===== src/rtl/bus_xcvr_pkg.sv =====
// bus_xcvr_pkg: shared types and constants for the 74245-style transceiver
// sequencer (bus_xcvr_seq) and its cycle counter (bus_xcvr_cnt).
package bus_xcvr_pkg;

  // Width of the shared dead-time / hold-time down-counter.
  localparam int CNT_W = 4;

  // Transceiver DIR encodings.
  localparam logic DIR_A2B = 1'b1;  // write: A port drives B side
  localparam logic DIR_B2A = 1'b0;  // read: B side drives A port

  // Sequencer states.
  typedef enum logic [1:0] {
    ST_IDLE = 2'd0,
    ST_TURN = 2'd1,
    ST_XFER = 2'd2,
    ST_DONE = 2'd3
  } state_t;

  // Counter load value for a phase lasting cyc cycles. The phase ends in the
  // cycle where the counter reads zero.
  function automatic logic [CNT_W-1:0] cyc_to_load(input int cyc);
    return CNT_W'(cyc - 1);
  endfunction

endpackage


===== src/rtl/bus_xcvr_seq_if.sv =====
// bus_xcvr_seq_if: CPU-side request/ack signals plus the transceiver control
// and data lines of bus_xcvr_seq. The parity lines exist only when
// BUS_XCVR_PARITY_EN is defined.
//
// Handshake: the requester raises req with wr/wdata valid. The sequencer
// samples them only in a cycle where busy=0. Once it has accepted a request,
// busy stays high until the transfer completes. ack is a single-cycle pulse
// in the final (DONE) cycle. rdata is valid from that ack cycle onward. There
// is no queueing, so a requester holding req waits for busy=0.
interface bus_xcvr_seq_if #(
  parameter int WIDTH = 8
);
  logic             req;
  logic             wr;
  logic [WIDTH-1:0] wdata;
  logic             ack;
  logic [WIDTH-1:0] rdata;
  logic             busy;
  logic             xcvr_dir;
  logic             xcvr_g_n;
  logic [WIDTH-1:0] xcvr_a_out;
  logic [WIDTH-1:0] xcvr_a_in;
`ifdef BUS_XCVR_PARITY_EN
  logic             rdata_par;
  logic             xcvr_par_in;
  logic             par_err;
`endif

  // Sequencer side.
  modport slave (
    input  req, wr, wdata, xcvr_a_in,
    output ack, rdata, busy, xcvr_dir, xcvr_g_n, xcvr_a_out
`ifdef BUS_XCVR_PARITY_EN
    , input xcvr_par_in
    , output rdata_par, par_err
`endif
  );

  // Requester / transceiver side.
  modport master (
    output req, wr, wdata, xcvr_a_in,
    input  ack, rdata, busy, xcvr_dir, xcvr_g_n, xcvr_a_out
`ifdef BUS_XCVR_PARITY_EN
    , output xcvr_par_in
    , input rdata_par, par_err
`endif
  );

endinterface


===== src/rtl/bus_xcvr_cnt.sv =====
// bus_xcvr_cnt: loadable down-counter with a zero flag. It decrements every
// cycle until it reaches zero and then holds there. A load takes priority
// over the decrement.
module bus_xcvr_cnt
  import bus_xcvr_pkg::*;
(
  input  logic             clk_i,
  input  logic             rst_i,
  input  logic             load_i,
  input  logic [CNT_W-1:0] load_val_i,
  output logic             zero_o
);

  logic [CNT_W-1:0] cnt_q;
  logic [CNT_W-1:0] cnt_d;

  // Next count: load, otherwise decrement and saturate at zero.
  always_comb begin
    cnt_d = cnt_q;
    if (load_i) begin
      cnt_d = load_val_i;
    end else if (cnt_q != '0) begin
      cnt_d = cnt_q - 1'b1;
    end
  end

  // Count register.
  always_ff @(posedge clk_i or posedge rst_i) begin
    if (rst_i) begin
      cnt_q <= '0;
    end else begin
      cnt_q <= cnt_d;
    end
  end

  assign zero_o = (cnt_q == '0);

endmodule


===== src/rtl/bus_xcvr_seq.sv =====
// bus_xcvr_seq: owns DIR and G_n of an 8-bit 74245-style transceiver. It
// runs one single-word read or write at a time. Every direction reversal
// passes through TURN_CYC dead cycles with G_n high, so the transceiver
// never drives against the bus. All outputs are registered.
// Optional feature macro: BUS_XCVR_PARITY_EN. It adds odd parity on
// captured read data and a parity-error pulse alongside ack.
module bus_xcvr_seq
  import bus_xcvr_pkg::*;
#(
  parameter int WIDTH    = 8,
  parameter int TURN_CYC = 1,   // 1..15
  parameter int HOLD_CYC = 2    // 1..15
) (
  input  logic           sysclk,
  input  logic           sysrst,
  bus_xcvr_seq_if.slave  bus,
  output state_t         state_o  // current FSM state, for debug/checkers
);

  state_t           state_q;
  logic             wr_q;       // latched direction of the current transfer
  logic             dir_q;
  logic             g_n_q;
  logic             ack_q;
  logic             busy_q;
  logic [WIDTH-1:0] a_out_q;
  logic [WIDTH-1:0] rdata_q;
`ifdef BUS_XCVR_PARITY_EN
  logic             rdata_par_q;
  logic             par_err_q;
`endif

  logic             cnt_load;
  logic [CNT_W-1:0] cnt_load_val;
  logic             cnt_zero;

  // Counter load: on entry to TURN or XFER, with the phase length minus one.
  always_comb begin
    cnt_load     = 1'b0;
    cnt_load_val = cyc_to_load(HOLD_CYC);
    case (state_q)
      ST_IDLE: begin
        if (bus.req) begin
          cnt_load = 1'b1;
          if (bus.wr != dir_q) begin
            cnt_load_val = cyc_to_load(TURN_CYC);
          end
        end
      end
      ST_TURN: begin
        if (cnt_zero) begin
          cnt_load = 1'b1;
        end
      end
      default: begin
        cnt_load = 1'b0;
      end
    endcase
  end

  bus_xcvr_cnt u_cnt (
    .clk_i      (sysclk),
    .rst_i      (sysrst),
    .load_i     (cnt_load),
    .load_val_i (cnt_load_val),
    .zero_o     (cnt_zero)
  );

  // Sequencer FSM with registered outputs. DIR only moves on TURN entry,
  // while G_n is high. A reset mid-transfer drops everything at once.
  always_ff @(posedge sysclk or posedge sysrst) begin
    if (sysrst) begin
      state_q     <= ST_IDLE;
      wr_q        <= DIR_B2A;
      dir_q       <= DIR_B2A;
      g_n_q       <= 1'b1;
      ack_q       <= 1'b0;
      busy_q      <= 1'b0;
      a_out_q     <= '0;
      rdata_q     <= '0;
`ifdef BUS_XCVR_PARITY_EN
      rdata_par_q <= 1'b0;
      par_err_q   <= 1'b0;
`endif
    end else begin
      ack_q     <= 1'b0;
`ifdef BUS_XCVR_PARITY_EN
      par_err_q <= 1'b0;
`endif
      case (state_q)
        ST_IDLE: begin
          if (bus.req) begin
            wr_q   <= bus.wr;
            busy_q <= 1'b1;
            if (bus.wr == DIR_A2B) begin
              a_out_q <= bus.wdata;
            end
            if (bus.wr == dir_q) begin
              state_q <= ST_XFER;
              g_n_q   <= 1'b0;
            end else begin
              state_q <= ST_TURN;
              dir_q   <= bus.wr;
            end
          end
        end
        ST_TURN: begin
          if (cnt_zero) begin
            state_q <= ST_XFER;
            g_n_q   <= 1'b0;
          end
        end
        ST_XFER: begin
          if (cnt_zero) begin
            state_q <= ST_DONE;
            g_n_q   <= 1'b1;
            ack_q   <= 1'b1;
            if (wr_q == DIR_B2A) begin
              rdata_q     <= bus.xcvr_a_in;
`ifdef BUS_XCVR_PARITY_EN
              rdata_par_q <= ~^bus.xcvr_a_in;
              par_err_q   <= (~^bus.xcvr_a_in) != bus.xcvr_par_in;
`endif
            end
          end
        end
        ST_DONE: begin
          state_q <= ST_IDLE;
          busy_q  <= 1'b0;
        end
        default: begin
          state_q <= ST_IDLE;
        end
      endcase
    end
  end

  assign bus.ack        = ack_q;
  assign bus.rdata      = rdata_q;
  assign bus.busy       = busy_q;
  assign bus.xcvr_dir   = dir_q;
  assign bus.xcvr_g_n   = g_n_q;
  assign bus.xcvr_a_out = a_out_q;
`ifdef BUS_XCVR_PARITY_EN
  assign bus.rdata_par  = rdata_par_q;
  assign bus.par_err    = par_err_q;
`endif
  assign state_o        = state_q;

endmodule

===== src/flat_wrapper.sv =====
// flat-port wrapper written by rule: the top's interface ports become plain ports
module bus_xcvr_seq_flat import bus_xcvr_pkg::*;
#(
  parameter int WIDTH    = 8,
  parameter int TURN_CYC = 1,           
  parameter int HOLD_CYC = 2            
)
  (sysclk, sysrst, state_o, bus_req, bus_wr, bus_wdata, bus_xcvr_a_in, bus_ack, bus_rdata, bus_busy, bus_xcvr_dir, bus_xcvr_g_n, bus_xcvr_a_out);
  bus_xcvr_seq_if #(.WIDTH(WIDTH)) bus_i ();
  input  logic sysclk;
  input  logic sysrst;
  output state_t state_o;
  input wire logic [$bits(bus_i.req)-1:0] bus_req;
  input wire logic [$bits(bus_i.wr)-1:0] bus_wr;
  input wire logic [$bits(bus_i.wdata)-1:0] bus_wdata;
  input wire logic [$bits(bus_i.xcvr_a_in)-1:0] bus_xcvr_a_in;
  output wire logic [$bits(bus_i.ack)-1:0] bus_ack;
  output wire logic [$bits(bus_i.rdata)-1:0] bus_rdata;
  output wire logic [$bits(bus_i.busy)-1:0] bus_busy;
  output wire logic [$bits(bus_i.xcvr_dir)-1:0] bus_xcvr_dir;
  output wire logic [$bits(bus_i.xcvr_g_n)-1:0] bus_xcvr_g_n;
  output wire logic [$bits(bus_i.xcvr_a_out)-1:0] bus_xcvr_a_out;
  assign bus_i.req = bus_req;
  assign bus_i.wr = bus_wr;
  assign bus_i.wdata = bus_wdata;
  assign bus_i.xcvr_a_in = bus_xcvr_a_in;
  assign bus_ack = bus_i.ack;
  assign bus_rdata = bus_i.rdata;
  assign bus_busy = bus_i.busy;
  assign bus_xcvr_dir = bus_i.xcvr_dir;
  assign bus_xcvr_g_n = bus_i.xcvr_g_n;
  assign bus_xcvr_a_out = bus_i.xcvr_a_out;
  bus_xcvr_seq #(.WIDTH(WIDTH), .TURN_CYC(TURN_CYC), .HOLD_CYC(HOLD_CYC)) u_core (.sysclk(sysclk), .sysrst(sysrst), .bus(bus_i), .state_o(state_o));
endmodule

===== config.mk =====
export PLATFORM = sky130hd
export DESIGN_NAME = bus_xcvr_seq_flat
export DESIGN_NICKNAME = d
export VERILOG_FILES = /design/src/rtl/bus_xcvr_pkg.sv /design/src/rtl/bus_xcvr_seq_if.sv /design/src/rtl/bus_xcvr_cnt.sv /design/src/rtl/bus_xcvr_seq.sv /design/src/flat_wrapper.sv
export SDC_FILE = /design/constraint.sdc
export NUM_CORES = 1
export LEC_CHECK = 0
export CAP_MARGIN = 15
export CORE_MARGIN = 2
export CORE_UTILIZATION = 35
export CTS_CLUSTER_DIAMETER = 150
export CTS_CLUSTER_SIZE = 10
export DETAILED_ROUTE_END_ITERATION = 8
export GPL_TIMING_DRIVEN = 0
export PLACE_DENSITY = 0.67
export SETUP_SLACK_MARGIN = 0.1
export SLEW_MARGIN = 10
export SYNTH_ARGS = -nofsm -noshare
export SYNTH_HDL_FRONTEND = slang
export SYNTH_SLANG_ARGS = --single-unit
export TNS_END_PERCENT = 100

===== constraint.sdc =====
create_clock -name sysclk -period 1.55 [get_ports sysclk]
set_input_delay 0.2325 -clock sysclk [delete_from_list [all_inputs] [get_ports sysclk]]
set_output_delay 0.2325 -clock sysclk [all_outputs]
set_load 0.01 [all_outputs]

==> reports/qor.csv, run 1 <==
stage,metric,value,unit
die,core box area,3390,um2
layout,fillers,262,
die,Die Ht,63.8,um
layout,antenna cells,0,
timing,Max Clock Freq,0.595,GHz
pwr,Reg power frac,34.1,%
grt,GR Util All Layers,13.2,%
timing,min cycle time layout,1.68,ns
layout,fin area,1950,um2
logic_synthesis,ys async rst share,100,%
route,WL final,2570,um
logic_synthesis,synthesized instance count,95,
layout,Layout Nets,179,
placed_design,Inst Count DP,181,
worst_setup_path,nature of the critical path startpoint,register,
logic_synthesis,largest family of logic cells by synthesized area,multiplexers,
pwr,Max IR drop VDD,1140,uV
timing,fin. max-slew vios,0,
timing,hold slack,0.150,ns
cts,Root Driver,clkbuf_4,
timing,clock skew,0.0109,ns
worst_setup_path,worst-path fanout max,8,
cts,H-tree depth,1,
placed_design,HPWL Detailed,1670,um
layout,Util after Layout,57.5,%
die,row cnt,21,
route,drt wl/cell,13.0,um
pwr,Psw,0.00136,W
timing,Least-Margin Pin Slew,0.452,ns
outcome,failing checks,negative setup slack,
cts,"Clk pin slew, worst setup/hold paths",0.14,ns
hold_path,Hold Crit Class,in2async,
grt,largest net degree at the start of global routing,28,
layout,share of layout cells above drive strength 1,38.2,%
route,DR pass1 iterations,4,
pwr,Comb pwr share,57.7,%
timing,Final Hold Viols,0,
timing,RSZ-0062 raised after global routing,yes,
placed_design,area post-placement,1740,um2
route,Via-to-Cell Ratio,4.61,
cts,cts hold-fix bufs,0,
worst_setup_path,Setup CP Type,reg2reg,
pwr,Pwr Density,1910,nW/um2
pwr,Clock Power Share,8.2,%
logic_synthesis,Main synth FF type,dfrtp_1,
route,initial DRC count,15,
job,Max-Cap Viols,0,
die,DIE AREA,4070,um2
layout,area grow syn2layout,55.6,%
timing,Final Cycle Share,108,%
logic_synthesis,post-synthesis mux area share,19.4,%
grt,initial antenna violation count,0,
die,Top Ports,42,
route,number of remaining DRC errors,0,
cts,CTS Buffer Depth,2,
logic_synthesis,"Seq/Total Area, Yosys",54.0,%
cts,TritonCTS clock tree,done,
cts,CTS buffer count,3,
pwr,Lkg Pwr,0.893,nW
pwr,P_int,0.00236,W
pwr,switching share of power,36.6,%
route,post-route ant nets,0,
logic_synthesis,yosys synthesis warning count,0,
placed_design,routability cong.,0.771,
timing,Rel. slew slack,69.7,%
worst_setup_path,required time of the worst setup path,1.78,ns
logic_synthesis,Mapped Area,1250,um2
grt,first-pass GRT wire length,4260,um
logic_synthesis,post-synthesis xor/xnor area fraction,2.10,%
placed_design,quantity of I/O buffers inserted on ports,40,
route,via count,912,
logic_synthesis,Mean Syn Cell Area,13.2,um2
cts,clk sinks,27,
die,initial cell density of the core,37.0,%
die,chip width,63.8,um
timing,final setup margin,-0.131,ns
logic_synthesis,simple logic cell fraction of the synthesized area,8.69,%
worst_setup_path,CP startpoint,u_core.u_cnt.cnt_q[0],
logic_synthesis,Yosys reg bits,27,
logic_synthesis,post-synthesis adder-cell area fraction,5.99,%
cts,clk_lat worst skew,0.34,ns
logic_synthesis,Cell variety after synth,25,
timing,Setup-failing EPs final,9,
worst_setup_path,endpoint class of the critical path,register,
grt,total gr overflow,0,
worst_setup_path,worst r2r src,u_core.u_cnt.cnt_q[0],
layout,final std cells w/o fill,198,
logic_synthesis,Synth Area in Compound Gates,5.39,%
logic_synthesis,syn_nets,121,
grt,vias in the first global route,949,
outcome,status,finished with violations,
timing,setup TNS,-1.06,ns
worst_setup_path,Critical Path AT,1.91,ns
logic_synthesis,Post-synth EDFFs,0,
synthesized netlist by cell type (2+ instances only):
master    n  area, um2
a31oi_1   2       12.5
dfrtp_1  26        651
ha_1      6       75.1
inv_1     7       26.3
mux2_2   10        113
mux2_4    8        120
nand2_1   6       22.5
nand3_1   2       10.0
nor2_1    5       18.8
nor3_1    2       10.0
o21ai_0   4       20.0
o22ai_1   2       12.5
xnor2_1   3       26.3
critical path: stages (launching register included):
cell	delay, ns
dfrtp_1	0.42
inv_2	0.08
ha_4	0.12
nor3b_4	0.19
and2_4	0.17
nor2b_4	0.15
buf_12	0.14
mux2_4	0.29
placed cells by master (no fill, tap or decap), types with 2 or more instances in the layout:
master	n
mux2_2	10
xnor2_1	3
ha_4	4
inv_2	3
dlygate4sd2_1	20
mux2_4	8
o21ai_0	3
buf_6	2
nor2_1	4
ha_1	2
clkbuf_1	2
dfrtp_1	24
inv_1	2
nand2_1	6
clkbuf_4	3
clkdlybuf4s15_1	2
buf_4	11
clkdlybuf4s50_1	18
a31oi_1	2
inv_4	2
dfrtp_2	2
power groups by stage:
stage | Sequential (W) | Combinational (W) | Clock [W]
final | 0.00127 | 0.00215 | 0.000307
after global routing | 0.00131 | 0.00234 | 0.000345
after CTS | 0.00126 | 0.00190 | 0.000322
after detailed placement | 0.00130 | 0.00181 | 0
after global placement | 0.00128 | 0.00178 | 0
after floorplan | 0.00141 | 0.000937 | 0
flip-flops by register name (all words and copies together), names as in the netlist, 2 cells and up:
| name | flops |
|---|---|
| u_core.bus.rdata | 8 |
| u_core.bus.xcvr_a_out | 8 |
| u_core.u_cnt.cnt_q | 4 |
| u_core.state_o | 2 |
area by class of cell:
| class | count | area [um2] | share of cell area (%) |
|---|---|---|---|
| repair buffers | 53 | 497 | 25.5 |
| plain buffers | 3 | 35.0 | 1.80 |
| inverters | 7 | 31.3 | 1.60 |
| well taps | 46 | 57.6 | 2.95 |
| clock buffers | 4 | 26.3 | 1.35 |
| multi-input cells | 58 | 623 | 32.0 |
| flip-flops and latches | 27 | 679 | 34.9 |
metrics by stage:
step / total power [W] / setup slack, ns
global route: 0.00400 / -0.183
finish: 0.00373 / -0.131
floorplan: 0.00235 / -0.0997
detailed placement: 0.00312 / -0.245
global placement: 0.00306 / -0.300
CTS: 0.00348 / -0.124
metal layers:
layer	part of all wire, %	global-route usage (%)
met2	50	22.7
met3	5.8	2.99
met1	43	15.4
met5	0	0
met4	1.5	6.79
repair_timing:
| item | in CTS | in global routing |
|---|---|---|
| setup endpoints to repair | 42 | 23 |
| pin swaps | 3 | 4 |
| setup buffers | 9 | 3 |
| resized for setup | 28 | 16 |
cells by family after synthesis:
group | count (synthesis)
flip-flops | 27
multiplexers | 19
AND/OR/NAND/NOR | 19
AO/OA/AOI/OAI | 11
buffers and inverters | 10
adder cells (fa/ha/maj) | 6
XOR/XNOR | 3
final timing paths:
check,end,slack (ns),cells after the start
worst max register to register,u_core.bus.rdata[4],-0.13,7
worst min-delay path,u_core.bus.rdata[0],0.15,2
max in group asynchronous,u_core.bus.xcvr_g_n,0.90,3
worst min register to register,u_core.bus.busy,0.51,2
min in group sysclk,u_core.bus.busy,0.34,3
worst max-delay path,u_core.bus.rdata[4],-0.13,7
Power figures use the tool's default switching activity.
==> run 2: changes to the inputs <==
--- a/config.mk
+++ b/config.mk
@@ -5,7 +5,7 @@
 export SDC_FILE = /design/constraint.sdc
 export NUM_CORES = 1
 export LEC_CHECK = 0
-export CAP_MARGIN = 15
+export CAP_MARGIN = 20
 export CORE_MARGIN = 2
 export CORE_UTILIZATION = 35
 export CTS_CLUSTER_DIAMETER = 150
==> results of run 2 <==
No change in the layout: final DEF, timing and power equal those of run 1.
==> run 3: changes to the inputs <==
--- a/config.mk
+++ b/config.mk
@@ -14,7 +14,6 @@
 export GPL_TIMING_DRIVEN = 0
 export PLACE_DENSITY = 0.67
 export SETUP_SLACK_MARGIN = 0.1
-export SLEW_MARGIN = 10
 export SYNTH_ARGS = -nofsm -noshare
 export SYNTH_HDL_FRONTEND = slang
 export SYNTH_SLANG_ARGS = --single-unit
==> results of run 3 <==
No change in the layout: final DEF, timing and power equal those of run 1.
